## config.mk

```make
export PLATFORM = sky130hd
export DESIGN_NAME = pipe_hazard_ctrl
export DESIGN_NICKNAME = d
export VERILOG_FILES = /design/src/rtl/pipe_pkg.sv /design/src/rtl/pipe_hazard_ctrl_hazard_detect.sv /design/src/rtl/pipe_hazard_ctrl.sv
export SDC_FILE = /design/constraint.sdc
export NUM_CORES = 1
export LEC_CHECK = 0
export CORE_MARGIN = 2
export CORE_UTILIZATION = 44
export DETAILED_ROUTE_END_ITERATION = 7
export GPL_ROUTABILITY_DRIVEN = 0
export MAX_ROUTING_LAYER = met4
export PLACE_DENSITY = 0.83
export SYNTH_ARGS = -nofsm -noshare
export SYNTH_HDL_FRONTEND = slang
export SYNTH_HIERARCHICAL = 1
export SYNTH_SLANG_ARGS = --single-unit
```

## constraint.sdc

```tcl
create_clock -name clk -period 3.55 [get_ports clk]
set_clock_uncertainty 0.2 [all_clocks]
set_input_delay 0.8875 -clock clk [delete_from_list [all_inputs] [get_ports clk]]
set_output_delay 0.8875 -clock clk [all_outputs]
set_load 0.02 [all_outputs]
```

## src/rtl/pipe_pkg.sv

```systemverilog
// Shared constants for the pipeline hazard controller: FSM encoding,
// default register-file address width and the hard-wired zero register.
package pipe_pkg;

    localparam logic ST_RUN      = 1'b0;
    localparam logic ST_MEM_WAIT = 1'b1;

    localparam int ADDR_RFILE_DEF = 5;

    localparam logic [ADDR_RFILE_DEF-1:0] REG_ZERO = '0;

endpackage

```

## src/rtl/pipe_hazard_ctrl_hazard_detect.sv

```systemverilog
// Load-use comparator: the ID instruction reads a register that the load in
// EX has not yet produced. Writes to the zero register never create a hazard.
module hazard_detect
    import pipe_pkg::*;
#(
    parameter int AW = ADDR_RFILE_DEF
) (
    input  logic          ex_mem_to_rfile,
    input  logic [AW-1:0] ex_wb_addr,
    input  logic [AW-1:0] id_rs_addr,
    input  logic [AW-1:0] id_rt_addr,
    input  logic          id_uses_rs,
    input  logic          id_uses_rt,
    output logic          load_use
);

    logic rs_hit;
    logic rt_hit;

    assign rs_hit   = id_uses_rs & (id_rs_addr == ex_wb_addr);
    assign rt_hit   = id_uses_rt & (id_rt_addr == ex_wb_addr);
    assign load_use = ex_mem_to_rfile & (ex_wb_addr != AW'(REG_ZERO)) & (rs_hit | rt_hit);

endmodule

```

## src/rtl/pipe_hazard_ctrl.sv

```systemverilog
// Stall/flush sequencer for the 5-stage pipeline: load-use bubbles, branch
// flushes and dmem wait states with a timeout. Optional macro LP_GATE_EN.
module pipe_hazard_ctrl
    import pipe_pkg::*;
#(
    parameter int ADDR_RFILE = ADDR_RFILE_DEF,
    parameter int WAIT_MAX   = 15,
    parameter int CNT_W      = 16
) (
    input  logic                  clk,
    input  logic                  rst_n,
    input  logic [ADDR_RFILE-1:0] id_rs_addr,
    input  logic [ADDR_RFILE-1:0] id_rt_addr,
    input  logic                  id_uses_rs,
    input  logic                  id_uses_rt,
    input  logic                  ex_mem_to_rfile,
    input  logic [ADDR_RFILE-1:0] ex_wb_addr,
    input  logic                  br_taken,
    input  logic                  dmem_req,
    input  logic                  dmem_ready,
    output logic                  stall_pc,
    output logic                  stall_ifid,
    output logic                  flush_ifid,
    output logic                  flush_idex,
    output logic                  stall_ctrl_t2,
    output logic                  flush_ctrl_t2,
    output logic                  mem_err,
    output logic [CNT_W-1:0]      stall_cnt
);

    localparam int WCNT_W = $clog2(WAIT_MAX + 1);
    localparam logic [WCNT_W-1:0] WAIT_LIMIT = WCNT_W'(WAIT_MAX);

    logic              state;
    logic              state_nxt;
    logic [WCNT_W-1:0] wait_cnt;
    logic [WCNT_W-1:0] wait_cnt_nxt;
    logic              err_set;
    logic              load_use;
    logic              mem_wait;
    logic              hold;

    hazard_detect #(.AW(ADDR_RFILE)) u_hazard_detect (
        .ex_mem_to_rfile (ex_mem_to_rfile),
        .ex_wb_addr      (ex_wb_addr),
        .id_rs_addr      (id_rs_addr),
        .id_rt_addr      (id_rt_addr),
        .id_uses_rs      (id_uses_rs),
        .id_uses_rt      (id_uses_rt),
        .load_use        (load_use)
    );

    // A dropped request is treated exactly like a completed access.
    assign mem_wait = dmem_req & ~dmem_ready;

    always_ff @(posedge clk) begin
        if (!rst_n) begin
            state     <= ST_RUN;
            wait_cnt  <= '0;
            mem_err   <= 1'b0;
            stall_cnt <= '0;
        end else begin
            state    <= state_nxt;
            wait_cnt <= wait_cnt_nxt;
            if (err_set) begin
                mem_err <= 1'b1;
            end
            if (stall_pc && (stall_cnt != {CNT_W{1'b1}})) begin
                stall_cnt <= stall_cnt + 1'b1;
            end
        end
    end

    always_comb begin
        state_nxt    = state;
        wait_cnt_nxt = wait_cnt;
        err_set      = 1'b0;
        case (state)
            ST_RUN: begin
                if (mem_wait) begin
                    state_nxt    = ST_MEM_WAIT;
                    wait_cnt_nxt = WCNT_W'(1);
                end
            end
            ST_MEM_WAIT: begin
                if (!mem_wait) begin
                    state_nxt    = ST_RUN;
                    wait_cnt_nxt = '0;
                end else if (wait_cnt == WAIT_LIMIT) begin
                    // Watchdog expiry: flag the error and release as if ready.
                    err_set      = 1'b1;
                    state_nxt    = ST_RUN;
                    wait_cnt_nxt = '0;
                end else begin
                    wait_cnt_nxt = wait_cnt + 1'b1;
                end
            end
            default: begin
                state_nxt    = ST_RUN;
                wait_cnt_nxt = '0;
            end
        endcase
    end

    always_comb begin
        stall_pc      = 1'b0;
        stall_ifid    = 1'b0;
        flush_ifid    = 1'b0;
        flush_idex    = 1'b0;
        stall_ctrl_t2 = 1'b0;
        flush_ctrl_t2 = 1'b0;
        if (state == ST_RUN) begin
            hold = mem_wait;
        end else begin
            hold = mem_wait && (wait_cnt != WAIT_LIMIT);
        end
        // Memory wait outranks branch and load-use; ID/EX is held by stall_pc.
        if (hold) begin
            stall_pc      = 1'b1;
            stall_ifid    = 1'b1;
            stall_ctrl_t2 = 1'b1;
`ifdef LP_GATE_EN
            flush_ctrl_t2 = 1'b1;
`endif
        end else if (br_taken) begin
            flush_ifid = 1'b1;
            flush_idex = 1'b1;
        end else if (load_use) begin
            stall_pc   = 1'b1;
            stall_ifid = 1'b1;
            flush_idex = 1'b1;
`ifdef LP_GATE_EN
            flush_ctrl_t2 = 1'b1;
`endif
        end
    end

endmodule

```

==> impl_metrics.yaml <==
global_routing:
  grt_pass1_vias: 1191
  grtUsageTotal_pct: 19.9
  antenna_found_initial: 0
  wire_length_of_the_first_global_routing_pass_mm: 5.06
  grt.overflow.total: 0
  pin_count_of_the_biggest_net_entering_global_routing: 25
place:
  pre_cts_slack_ns: -0.602
  port-buffer-count: 44
  detailedPlacementHpwl_mm: 2.32
  placed_cells_incl_taps: 220
  place_area_mm2: 0.00174
hold_path:
  worstHoldPathType: "flip-flop to flip-flop"
yosys:
  synth_top_cell_by_area: "sky130_fd_sc_hd__dfxtp_1"
  number_of_enable_type_register_cells_in_the_synthesized_netlist: 0
  yosys.cell_types.count: 35
  post_synthesis_compound_gate_area_fraction_pct: 7.37
  synth_xor_area_share_pct: 15.8
  leading_register_cell_type_out_of_synthesis: "sky130_fd_sc_hd__dfxtp_1"
  synthesis.nets: 173
  synth.area.mux_share_pct: 1.57
  synth_warnings: 6
  yosys.cell_count.top_type: "sky130_fd_sc_hd__dfxtp_1"
  netlist_top_cells_area: "sky130_fd_sc_hd__dfxtp_1 35%, sky130_fd_sc_hd__xor2_1 14%, sky130_fd_sc_hd__and2_1 7.4%, sky130_fd_sc_hd__nand4_1 3.4%, sky130_fd_sc_hd__nand2_1 3.2%"
  synth-seq-cells: 22
  yosys.area.top_type_share_pct: 34.6
  combinational_family_with_the_most_area_after_synthesis: "simple AND/OR/NAND/NOR gates"
  post_synth_and_or_nand_nor_area_fraction_pct: 35.5
  synthAdderAreaFrac_pct: 1.97
  synth.yosys.seq_area_share_pct: 34.6
  post_synth_inst_count: 148
  asyncSetResetFlopFracSynth_pct: 0
  syn_area_mm2: 0.00127
  avgSynthCellArea_um2: 8.60
  ys_top_cells_by_count: "22 x sky130_fd_sc_hd__dfxtp_1, 21 x sky130_fd_sc_hd__xor2_1, 15 x sky130_fd_sc_hd__and2_1"
detailed_routing:
  drtAntennaViolNets: 0
  dr.first_iter.drc_count: 26
  routed_via_density: 5.42
  drt_pre_antenna_iters: 4
  num_vias: 1213
  routed_wl_mm: 3.09
  drc: 0
  wire_per_inst_um: 13.8
clock_tree:
  cts.clk_slew.worst_paths_ns: 0.11
  cts_root_buffer: "sky130_fd_sc_hd__clkbuf_4"
  hold_buffers: 0
  cts_tree: "yes"
  cts-root-to-sink-buffers: 2
  cts-buffers-inserted: 3
  clock-sinks: 22
  worstSkewPairLatency_ns: 0.30
  post-cts-setup-buffers: 0
  cts.htree.levels: 1
final_layout:
  n_antenna_cell: 0
  drive_above_1_share_pct: 10.9
  final_core_utilization_pct: 66.1
  area.growth.synth_to_final_pct: 43.3
  final_net_count: 219
  post_layout_nonfiller_instances: 224
  post_layout_instance_area_mm2: 0.00182
critical_path:
  critPathLaunchType: "input pin"
  crit_path_class: "input pin to output port"
  crit_fanout: 3
  cp.required_ns: 2.46
  critical_path_arrival_ns: 2.36
  worstSetupEndpointType: "output port"
sta:
  final.setup.worst_slack_ns: 0.100
  report.final.slew_viol_count: 0
  slew-limit-headroom_pct: 57.1
  rsz0062_at_grt: "false"
  max_clock_freq_mhz: 290
  period_share_pct: 97.2
  timing_worst_slew_pin_value_ns: 0.641
  setup-tns-final_ns: 0
  setup_viol_count_final: 0
  final-hold-violation-count: 0
  whs_ns: 0.305
  period_minus_slack_ns: 3.45
power:
  leakage_power_nw: 0.856
  power_density_mw_per_mm2: 256
  fin_total_pwr_uw: 466
  ir_drop_v: 0.000357
run:
  cap_violations: 0
floorplan:
  initial_core_utilization_pct: 46.1
  num_io_pins: 46
  die_area_mm2: 0.00334
  die_height_um: 57.8
  core_area_mm2: 0.00276
  dieWidth_um: 57.8
  num_rows: 19
outcome:
  status: "finished clean"
placed cells by master (no fill, tap or decap), types with 4 or more instances in the layout:
cell	instances
sky130_fd_sc_hd__a21boi_0	4
sky130_fd_sc_hd__and2_1	15
sky130_fd_sc_hd__and3_1	4
sky130_fd_sc_hd__clkdlybuf4s50_1	27
sky130_fd_sc_hd__dfxtp_1	22
sky130_fd_sc_hd__dlymetal6s2s_1	9
sky130_fd_sc_hd__nand2_1	11
sky130_fd_sc_hd__nand3_1	8
sky130_fd_sc_hd__nand4_1	7
sky130_fd_sc_hd__nor2_1	8
sky130_fd_sc_hd__nor3_1	5
sky130_fd_sc_hd__nor4_1	6
sky130_fd_sc_hd__o21ai_0	4
sky130_fd_sc_hd__xor2_1	19
final timing paths:
kind	startpoint	endpoint	slack, ns	depth (start not counted)
max	ex_wb_addr[0]	stall_ifid	0.10	8
min reg2reg	stall_cnt[15]	stall_cnt[15]	0.31	2
min	stall_cnt[15]	stall_cnt[15]	0.31	2
max reg2reg	stall_cnt[0]	stall_cnt[0]	1.41	6
state kept, by name, summed over array words and instances, names as in the netlist:
register,count
mem_err,1
stall_cnt,16
state,1
wait_cnt,4
layout make-up:
cell class / instances / area, um^2
Timing Repair Buffer: 47 / 474
Multi-Input combinational cell: 119 / 830
Inverter: 1 / 3.75
Sequential cell: 22 / 440
Fill cell: 231 / 935
Tap cell: 31 / 38.8
Clock buffer: 4 / 36.3
kinds of logic after synthesis:
logic type,Yosys count
XOR/XNOR,23
other,1
buffers and inverters,7
adder cells (fa/ha/maj),2
flip-flops,22
AO/OA/AOI/OAI,14
multiplexers,2
AND/OR/NAND/NOR,77
where the power goes:
part	total [mW]	switching (mW)	internal, mW	leakage [nW]
Sequential	0.253	0.00352	0.250	0.178
Clock	0.133	0.0707	0.0626	0.0210
Combinational	0.0800	0.0383	0.0416	0.657
Total	0.466	0.113	0.354	0.856
worst max-delay path, stage by stage:
cell                            delay, ns
sky130_fd_sc_hd__dlygate4sd2_1       0.27
sky130_fd_sc_hd__or4_4               0.54
sky130_fd_sc_hd__o21ai_2             0.14
sky130_fd_sc_hd__a21oi_2             0.06
sky130_fd_sc_hd__nor2b_4             0.12
sky130_fd_sc_hd__a21oi_2             0.15
sky130_fd_sc_hd__inv_2               0.06
sky130_fd_sc_hd__buf_6               0.13
layer usage:
| metal | track usage, % | vias up | routed length (um) |
|---|---|---|---|
| met2 | 35.2 | 37 | 1590 |
| met1 | 21.8 | 563 | 1320 |
| met5 | - | - | 0 |
| li1 | - | 607 | - |
| met4 | 5.98 | 0 | 38 |
| met3 | 5.13 | 6 | 140 |
what timing repair did:
item / CTS / global route
hold endpoints to repair: 0 / 0
resized for setup: 25 / 16
endpoints found under the setup margin: 3 / 4
cloned: 0 / 0
pin swaps: 3 / 6
Note: power is estimated with default switching activity, not from simulation.
